===== src/rtl/final_system.sv =====
// UART command processor: receives 8E1 frames, decodes write/read/ALU
// commands against a 16x8 register file and returns read/ALU results as
// 8E1 frames on the transmit line.
module final_system #(
    parameter int CLKS_PER_BIT = 80
) (
    input  logic REF_CLK,
    input  logic RST_N,
    input  logic UART_RX_IN,
    output logic UART_TX_O,
    output logic parity_error,
    output logic framing_error
);

    localparam int CW = $clog2(CLKS_PER_BIT + 1);
    localparam logic [CW-1:0] BIT_END  = CW'(CLKS_PER_BIT - 1);
    localparam logic [CW-1:0] HALF_END = CW'(CLKS_PER_BIT / 2 - 1);

    // ------------------------------------------------------------------
    // RX path
    // ------------------------------------------------------------------
    typedef enum logic [2:0] {
        RX_IDLE, RX_START, RX_DATA, RX_PAR, RX_STOP
    } rx_state_e;

    rx_state_e       rx_state_q;
    logic [CW-1:0]   rx_cnt_q;
    logic [2:0]      rx_bit_q;
    logic [7:0]      rx_shift_q;
    logic            rx_par_q;
    logic            rx_s1_q, rx_s2_q, rx_prev_q;
    logic            rx_valid_q;
    logic            rx_bad_q;
    logic [7:0]      rx_data_q;
    logic            perr_q, ferr_q;
    logic            rx_par_bad;

    // Odd number of ones over data+parity means the even-parity check failed.
    assign rx_par_bad = ^{rx_shift_q, rx_par_q};

    // Two-flop synchroniser plus one delayed copy for falling-edge detection.
    always_ff @(posedge REF_CLK or negedge RST_N) begin
        if (!RST_N) begin
            rx_s1_q   <= 1'b1;
            rx_s2_q   <= 1'b1;
            rx_prev_q <= 1'b1;
        end else begin
            rx_s1_q   <= UART_RX_IN;
            rx_s2_q   <= rx_s1_q;
            rx_prev_q <= rx_s2_q;
        end
    end

    // Receiver FSM: mid-bit sampling, error flags held until the next
    // accepted start bit, one-clock valid or bad pulse per completed frame.
    always_ff @(posedge REF_CLK or negedge RST_N) begin
        if (!RST_N) begin
            rx_state_q <= RX_IDLE;
            rx_cnt_q   <= '0;
            rx_bit_q   <= '0;
            rx_shift_q <= '0;
            rx_par_q   <= 1'b0;
            rx_valid_q <= 1'b0;
            rx_bad_q   <= 1'b0;
            rx_data_q  <= '0;
            perr_q     <= 1'b0;
            ferr_q     <= 1'b0;
        end else begin
            rx_valid_q <= 1'b0;
            rx_bad_q   <= 1'b0;
            case (rx_state_q)
                RX_IDLE: begin
                    if (rx_prev_q && !rx_s2_q) begin
                        rx_state_q <= RX_START;
                        rx_cnt_q   <= '0;
                    end
                end
                RX_START: begin
                    if (rx_cnt_q == HALF_END) begin
                        rx_cnt_q <= '0;
                        if (rx_s2_q) begin
                            // Line back high at mid-start: glitch, not a frame.
                            rx_state_q <= RX_IDLE;
                        end else begin
                            rx_state_q <= RX_DATA;
                            rx_bit_q   <= '0;
                            perr_q     <= 1'b0;
                            ferr_q     <= 1'b0;
                        end
                    end else begin
                        rx_cnt_q <= rx_cnt_q + 1'b1;
                    end
                end
                RX_DATA: begin
                    if (rx_cnt_q == BIT_END) begin
                        rx_cnt_q   <= '0;
                        rx_shift_q <= {rx_s2_q, rx_shift_q[7:1]};
                        if (rx_bit_q == 3'd7) rx_state_q <= RX_PAR;
                        else                  rx_bit_q   <= rx_bit_q + 1'b1;
                    end else begin
                        rx_cnt_q <= rx_cnt_q + 1'b1;
                    end
                end
                RX_PAR: begin
                    if (rx_cnt_q == BIT_END) begin
                        rx_cnt_q   <= '0;
                        rx_par_q   <= rx_s2_q;
                        rx_state_q <= RX_STOP;
                    end else begin
                        rx_cnt_q <= rx_cnt_q + 1'b1;
                    end
                end
                RX_STOP: begin
                    if (rx_cnt_q == BIT_END) begin
                        // Back to idle at the stop sample so a following
                        // start edge is caught immediately.
                        rx_cnt_q   <= '0;
                        rx_state_q <= RX_IDLE;
                        if (!rx_s2_q) ferr_q <= 1'b1;
                        if (rx_par_bad) perr_q <= 1'b1;
                        if (!rx_s2_q || rx_par_bad) begin
                            rx_bad_q <= 1'b1;
                        end else begin
                            rx_valid_q <= 1'b1;
                            rx_data_q  <= rx_shift_q;
                        end
                    end else begin
                        rx_cnt_q <= rx_cnt_q + 1'b1;
                    end
                end
                default: rx_state_q <= RX_IDLE;
            endcase
        end
    end

    // ------------------------------------------------------------------
    // TX path
    // ------------------------------------------------------------------
    logic            tx_q;
    logic            tx_busy_q;
    logic [9:0]      tx_shift_q;
    logic [3:0]      tx_left_q;
    logic [CW-1:0]   tx_cnt_q;
    logic            tx_start_q;
    logic [7:0]      tx_data_q;

    // Transmitter: start bit goes out the clock after tx_start_q, then
    // data LSB first, even parity, stop; line rests high between frames.
    always_ff @(posedge REF_CLK or negedge RST_N) begin
        if (!RST_N) begin
            tx_q       <= 1'b1;
            tx_busy_q  <= 1'b0;
            tx_shift_q <= '1;
            tx_left_q  <= '0;
            tx_cnt_q   <= '0;
        end else if (!tx_busy_q) begin
            if (tx_start_q) begin
                tx_q       <= 1'b0;
                tx_busy_q  <= 1'b1;
                tx_shift_q <= {1'b1, ^tx_data_q, tx_data_q};
                tx_left_q  <= 4'd10;
                tx_cnt_q   <= '0;
            end
        end else if (tx_cnt_q == BIT_END) begin
            tx_cnt_q <= '0;
            if (tx_left_q == 4'd0) begin
                tx_busy_q <= 1'b0;
            end else begin
                tx_q       <= tx_shift_q[0];
                tx_shift_q <= {1'b1, tx_shift_q[9:1]};
                tx_left_q  <= tx_left_q - 1'b1;
            end
        end else begin
            tx_cnt_q <= tx_cnt_q + 1'b1;
        end
    end

    // ------------------------------------------------------------------
    // Command FSM, register file and ALU
    // ------------------------------------------------------------------
    typedef enum logic [2:0] {
        IDLE, WR_ADDR, WR_DATA, RD_ADDR, ALU_A, ALU_B, ALU_FUNC, SEND
    } cmd_state_e;

    cmd_state_e      cmd_state_q;
    logic [3:0]      addr_q;
    logic [7:0]      regs_q [16];

    function automatic logic [7:0] alu_f(input logic [7:0] a,
                                         input logic [7:0] b,
                                         input logic [3:0] f);
        logic [7:0] r;
        case (f)
            4'h0: r = a + b;
            4'h1: r = a - b;
            4'h2: r = a * b;
            4'h3: r = (b == 8'd0) ? 8'd0 : a / b;
            4'h4: r = a & b;
            4'h5: r = a | b;
            4'h6: r = ~(a & b);
            4'h7: r = ~(a | b);
            4'h8: r = a ^ b;
            4'h9: r = ~(a ^ b);
            4'hA: r = {7'd0, a == b};
            4'hB: r = {7'd0, a > b};
            4'hC: r = {7'd0, a < b};
            4'hD: r = {1'b0, a[7:1]};
            4'hE: r = {a[6:0], 1'b0};
            default: r = 8'h00;
        endcase
        return r;
    endfunction

    // Command decoder: any bad frame aborts back to IDLE without writing;
    // bytes arriving in SEND are dropped.
    always_ff @(posedge REF_CLK or negedge RST_N) begin
        if (!RST_N) begin
            cmd_state_q <= IDLE;
            addr_q      <= '0;
            tx_data_q   <= '0;
            tx_start_q  <= 1'b0;
            for (int i = 0; i < 16; i++) regs_q[i] <= 8'h00;
        end else begin
            tx_start_q <= 1'b0;
            if (rx_bad_q) begin
                cmd_state_q <= IDLE;
            end else begin
                case (cmd_state_q)
                    IDLE: if (rx_valid_q) begin
                        case (rx_data_q)
                            8'hAA:   cmd_state_q <= WR_ADDR;
                            8'hBB:   cmd_state_q <= RD_ADDR;
                            8'hCC:   cmd_state_q <= ALU_A;
                            8'hDD:   cmd_state_q <= ALU_FUNC;
                            default: cmd_state_q <= IDLE;
                        endcase
                    end
                    WR_ADDR: if (rx_valid_q) begin
                        addr_q      <= rx_data_q[3:0];
                        cmd_state_q <= WR_DATA;
                    end
                    WR_DATA: if (rx_valid_q) begin
                        regs_q[addr_q] <= rx_data_q;
                        cmd_state_q    <= IDLE;
                    end
                    RD_ADDR: if (rx_valid_q) begin
                        tx_data_q   <= regs_q[rx_data_q[3:0]];
                        cmd_state_q <= SEND;
                    end
                    ALU_A: if (rx_valid_q) begin
                        regs_q[0]   <= rx_data_q;
                        cmd_state_q <= ALU_B;
                    end
                    ALU_B: if (rx_valid_q) begin
                        regs_q[1]   <= rx_data_q;
                        cmd_state_q <= ALU_FUNC;
                    end
                    ALU_FUNC: if (rx_valid_q) begin
                        tx_data_q   <= alu_f(regs_q[0], regs_q[1], rx_data_q[3:0]);
                        cmd_state_q <= SEND;
                    end
                    SEND: if (!tx_busy_q) begin
                        tx_start_q  <= 1'b1;
                        cmd_state_q <= IDLE;
                    end
                    default: cmd_state_q <= IDLE;
                endcase
            end
        end
    end

    assign UART_TX_O     = tx_q;
    assign parity_error  = perr_q;
    assign framing_error = ferr_q;

endmodule


===== config.mk =====
export PLATFORM = sky130hd
export DESIGN_NAME = final_system
export DESIGN_NICKNAME = d
export VERILOG_FILES = /design/src/rtl/final_system.sv
export SDC_FILE = /design/constraint.sdc
export NUM_CORES = 1
export LEC_CHECK = 0
export BUFFER_PORTS_ARGS = -buffer_cell sky130_fd_sc_hd__clkbuf_2
export CAP_MARGIN = 0
export CORE_MARGIN = 2
export CORE_UTILIZATION = 40
export CTS_CLUSTER_DIAMETER = 30
export CTS_CLUSTER_SIZE = 12
export DETAILED_ROUTE_END_ITERATION = 10
export GPL_ROUTABILITY_DRIVEN = 0
export HOLD_SLACK_MARGIN = 0.03
export SLEW_MARGIN = 25
export SYNTH_ARGS = -nofsm -noshare
export SYNTH_HDL_FRONTEND = slang
export SYNTH_SLANG_ARGS = --single-unit

===== constraint.sdc =====
create_clock -name REF_CLK -period 17.2 [get_ports REF_CLK]
set_clock_uncertainty 0.15 [all_clocks]
set_input_delay 3.44 -clock REF_CLK [delete_from_list [all_inputs] [get_ports REF_CLK]]
set_output_delay 3.44 -clock REF_CLK [all_outputs]
set_load 0.005 [all_outputs]

==> run summary <==
FILL cells = 3096
syn_nets = 1412
RR Startpoint = regs_q[118]$_DFFE_PN0P_
Nets = 1399
Setup crit start = regs_q[118]$_DFFE_PN0P_
postcts setup bufs = 0
Slew @ Worst Pin = 973.7 ps
average vias per placed instance = 5.838
CP most frequent cell = ha_1
CTS Sinks = 203
H-tree levels = 2
syn avg cell area = 10.23 sq um
register area share after synthesis = 38.01%
wire length per cell = 20.16 um
Mapped Cells = 1311
layout cell share with drive strength beyond 1 = 21.79%
global-route wire length before repair = 57840 um
Die ar. = 35000 sq um
Top FF cell, synth = dfrtp_1
worst hold start = rx_s1_q$_DFF_PN1_
WP data required = 17450 ps
Final setup viols = 0
vias in the first global route = 10130
Placed Area = 13820 sq um
core area = 33280 sq um
grt ovf = 0
vias = 10390
maxcap violations = 0
Synth cell types = 78
largest net degree at the start of global routing = 80
final wirelength = 35870 um
fin crit share = 70.83%
grt met3 use = 3.283%
Routed Antenna Nets = 0
CP max FO = 13
RSZ-0062 raised after global routing = no
Peak VDD IR = 55.83 uV
Clock Tree Buf Depth = 3
CP max stage delay = 670 ps
IO Port Bufs = 5
cell accounting for the most synthesized area = dfrtp_1
area delta synth->final = 14.15%
final slew viol count = 0
Synth area leaders = dfrtp_1 35%, mux2_2 9.9%, ha_1 7.8%
crit path kind = reg2reg
TritonCTS buffer count = 41
GRT Util Overall = 20.62%
Synth Warn # = 0
FMAX = 0.08208 GHz
drt drc = 0
total inserted antenna cells = 0
post-cts sizing count = 0
nature of the critical path startpoint = register
endpoints failing hold = 0
fin area = 15310 sq um
Worst slew margin = 33.41%
Hold Path Class = reg2reg
flops & latches, synth = 203
footprint of the multi-input gates = 7812 sq um
CTS tree = done
slowest stage cell on the critical path = nor4_2
root buffer cell = clkbuf_16
Starting DRT DRC Count = 912
row count = 67
Power Dens Cells = 89.33 nW/um^2
post-route minimum period = 12180 ps
WP data arrival = 12430 ps
GR Util met2 = 31.17%
CTS hold repair buffers = 0
Die Y = 187.1 um
Worst setup EP type = register
status = completed
GR peak layer = met2
M1 GR Usage = 29.62%
Reg area = 5101 sq um
hold_ws = 212.6 ps
Clk Latency, worst-skew pair = 520 ps
synthesized cell area = 13410 sq um
Post-synth EDFFs = 0
chip width = 187.1 um
DR pass1 iterations = 6
Fin Setup TNS = 0 ps
initial antenna violation count = 0
Top-Level Pins = 6
Yosys top cell area share = 35.46%
leak pwr = 6.807 nW
DP HPWL = 24630 um
fraction of registers with async set/reset = 100.0%
starting density of the core = 40.29%
Worst-path clk slew = 50 ps
state kept, by name (all words and copies together), names as in the netlist, 3 cells and up:
register and count:
rx_data_q 8, regs_q 128, rx_shift_q 8, tx_cnt_q 7
tx_left_q 4, tx_shift_q 9, rx_bit_q 3, rx_cnt_q 7
cmd_state_q 3, addr_q 4, tx_data_q 8, rx_state_q 3
placed cells by master, fill, tap and decap left out, types with 11 or more instances in the layout:
cell / n
buf_4: 11
nor2_1: 85
o21ai_0: 93
dfrtp_1: 188
a31oi_1: 13
inv_1: 60
nand3_1: 46
nor3_1: 32
ha_1: 84
dfstp_2: 13
nor2b_1: 19
mux2_2: 118
nand2_1: 110
xnor2_1: 34
nand3b_1: 13
nand2b_1: 17
o21a_1: 23
o31ai_1: 12
xor2_1: 15
mux4_2: 40
fa_1: 14
clkbuf_16: 42
a21oi_1: 48
cell usage after synthesis (4+ instances only):
master / instances
xor2_1: 15
mux2i_1: 6
a21o_1: 7
o211ai_1: 4
and2_1: 4
nand2b_1: 17
nor3_1: 32
a31oi_1: 13
o221a_2: 8
nand2_1: 110
nor4b_1: 5
o22ai_1: 8
buf_2: 15
a21boi_0: 4
xnor2_1: 34
nand4_1: 7
or2_2: 4
clkbuf_1: 53
nand3b_1: 13
mux4_2: 40
mux2_2: 118
nand3_1: 46
o221ai_1: 6
a21oi_1: 49
buf_1: 5
fa_1: 14
nor2_1: 85
o21bai_1: 5
o21a_1: 23
inv_1: 60
nor2b_1: 19
nor4_1: 8
and3_1: 6
o31ai_1: 12
o21ai_0: 93
or3_1: 5
a41oi_1: 4
a32oi_1: 6
dfrtp_1: 190
ha_1: 84
dfstp_2: 13
a22oi_1: 9
per-layer routing:
layer  wire [um]  share of wire, %
met5           0                 0
met4        1499               4.2
met3        2221               6.2
met2       15910                44
met1       16240                45
cell type report:
cell class	count	share of cell area [%]
Multi-Input combinational cell	973	51.04
Sequential cell	203	33.33
Clock buffer	54	7.619
Tap cell	448	3.662
Clock inverter	22	1.995
Inverter	62	1.520
Timing Repair Buffer	17	0.8338
power breakdown:
part | switching, mW | total, mW | internal, mW | leakage [nW]
sequential | 0.0109 | 0.500 | 0.489 | 2.77
combinational | 0.0250 | 0.0397 | 0.0147 | 3.31
clock | 0.259 | 0.828 | 0.568 | 0.723
logic make-up after synthesis:
group / Yosys count / share of synthesized area (%)
buffers and inverters: 135 / 3.919
xor gates and xnor gates: 51 / 3.536
AOI/OAI and AO/OA: 285 / 13.88
adders and majority gates: 98 / 9.928
muxes: 164 / 17.08
and+or+nand+nor: 375 / 13.65
DFF: 203 / 38.01
worst max-delay path: cells and delay by family, from the launching register on:
kind	cells	cell delay, ps
AOI/OAI and AO/OA	25	5800
adders and majority gates	7	2090
DFF	1	510
muxes	4	1410
and+or+nand+nor	6	2070
per-stage QoR:
step | std cells | util (%) | total power, mW | worst slack, ps
after global placement | 1703 | 41.50 | 0.5447 | 5409
after floorplan | 1311 | - | 0.5281 | 6860
after CTS | 1779 | 45.95 | 1.381 | 4923
final | 1779 | 45.99 | 1.367 | 5017
after detailed placement | 1703 | 41.52 | 0.5459 | 4945
after global routing | 1779 | 45.99 | 1.417 | 4358
path summary, 6_finish.rpt:
kind	endpoint	slack, ps	depth (start not counted)
worst min register to register	rx_s2_q$_DFF_PN1_	210	0
worst min-delay path	rx_s2_q$_DFF_PN1_	210	0
min in group asynchronous	tx_left_q[3]$_DFFE_PN0P_	2740	1
worst max register to register	tx_data_q[0]$_DFFE_PN0P_	5020	42
max in group asynchronous	regs_q[77]$_DFFE_PN0P_	12260	3
worst max-delay path	tx_data_q[0]$_DFFE_PN0P_	5020	42
Note: power is estimated with default switching activity, not from simulation.
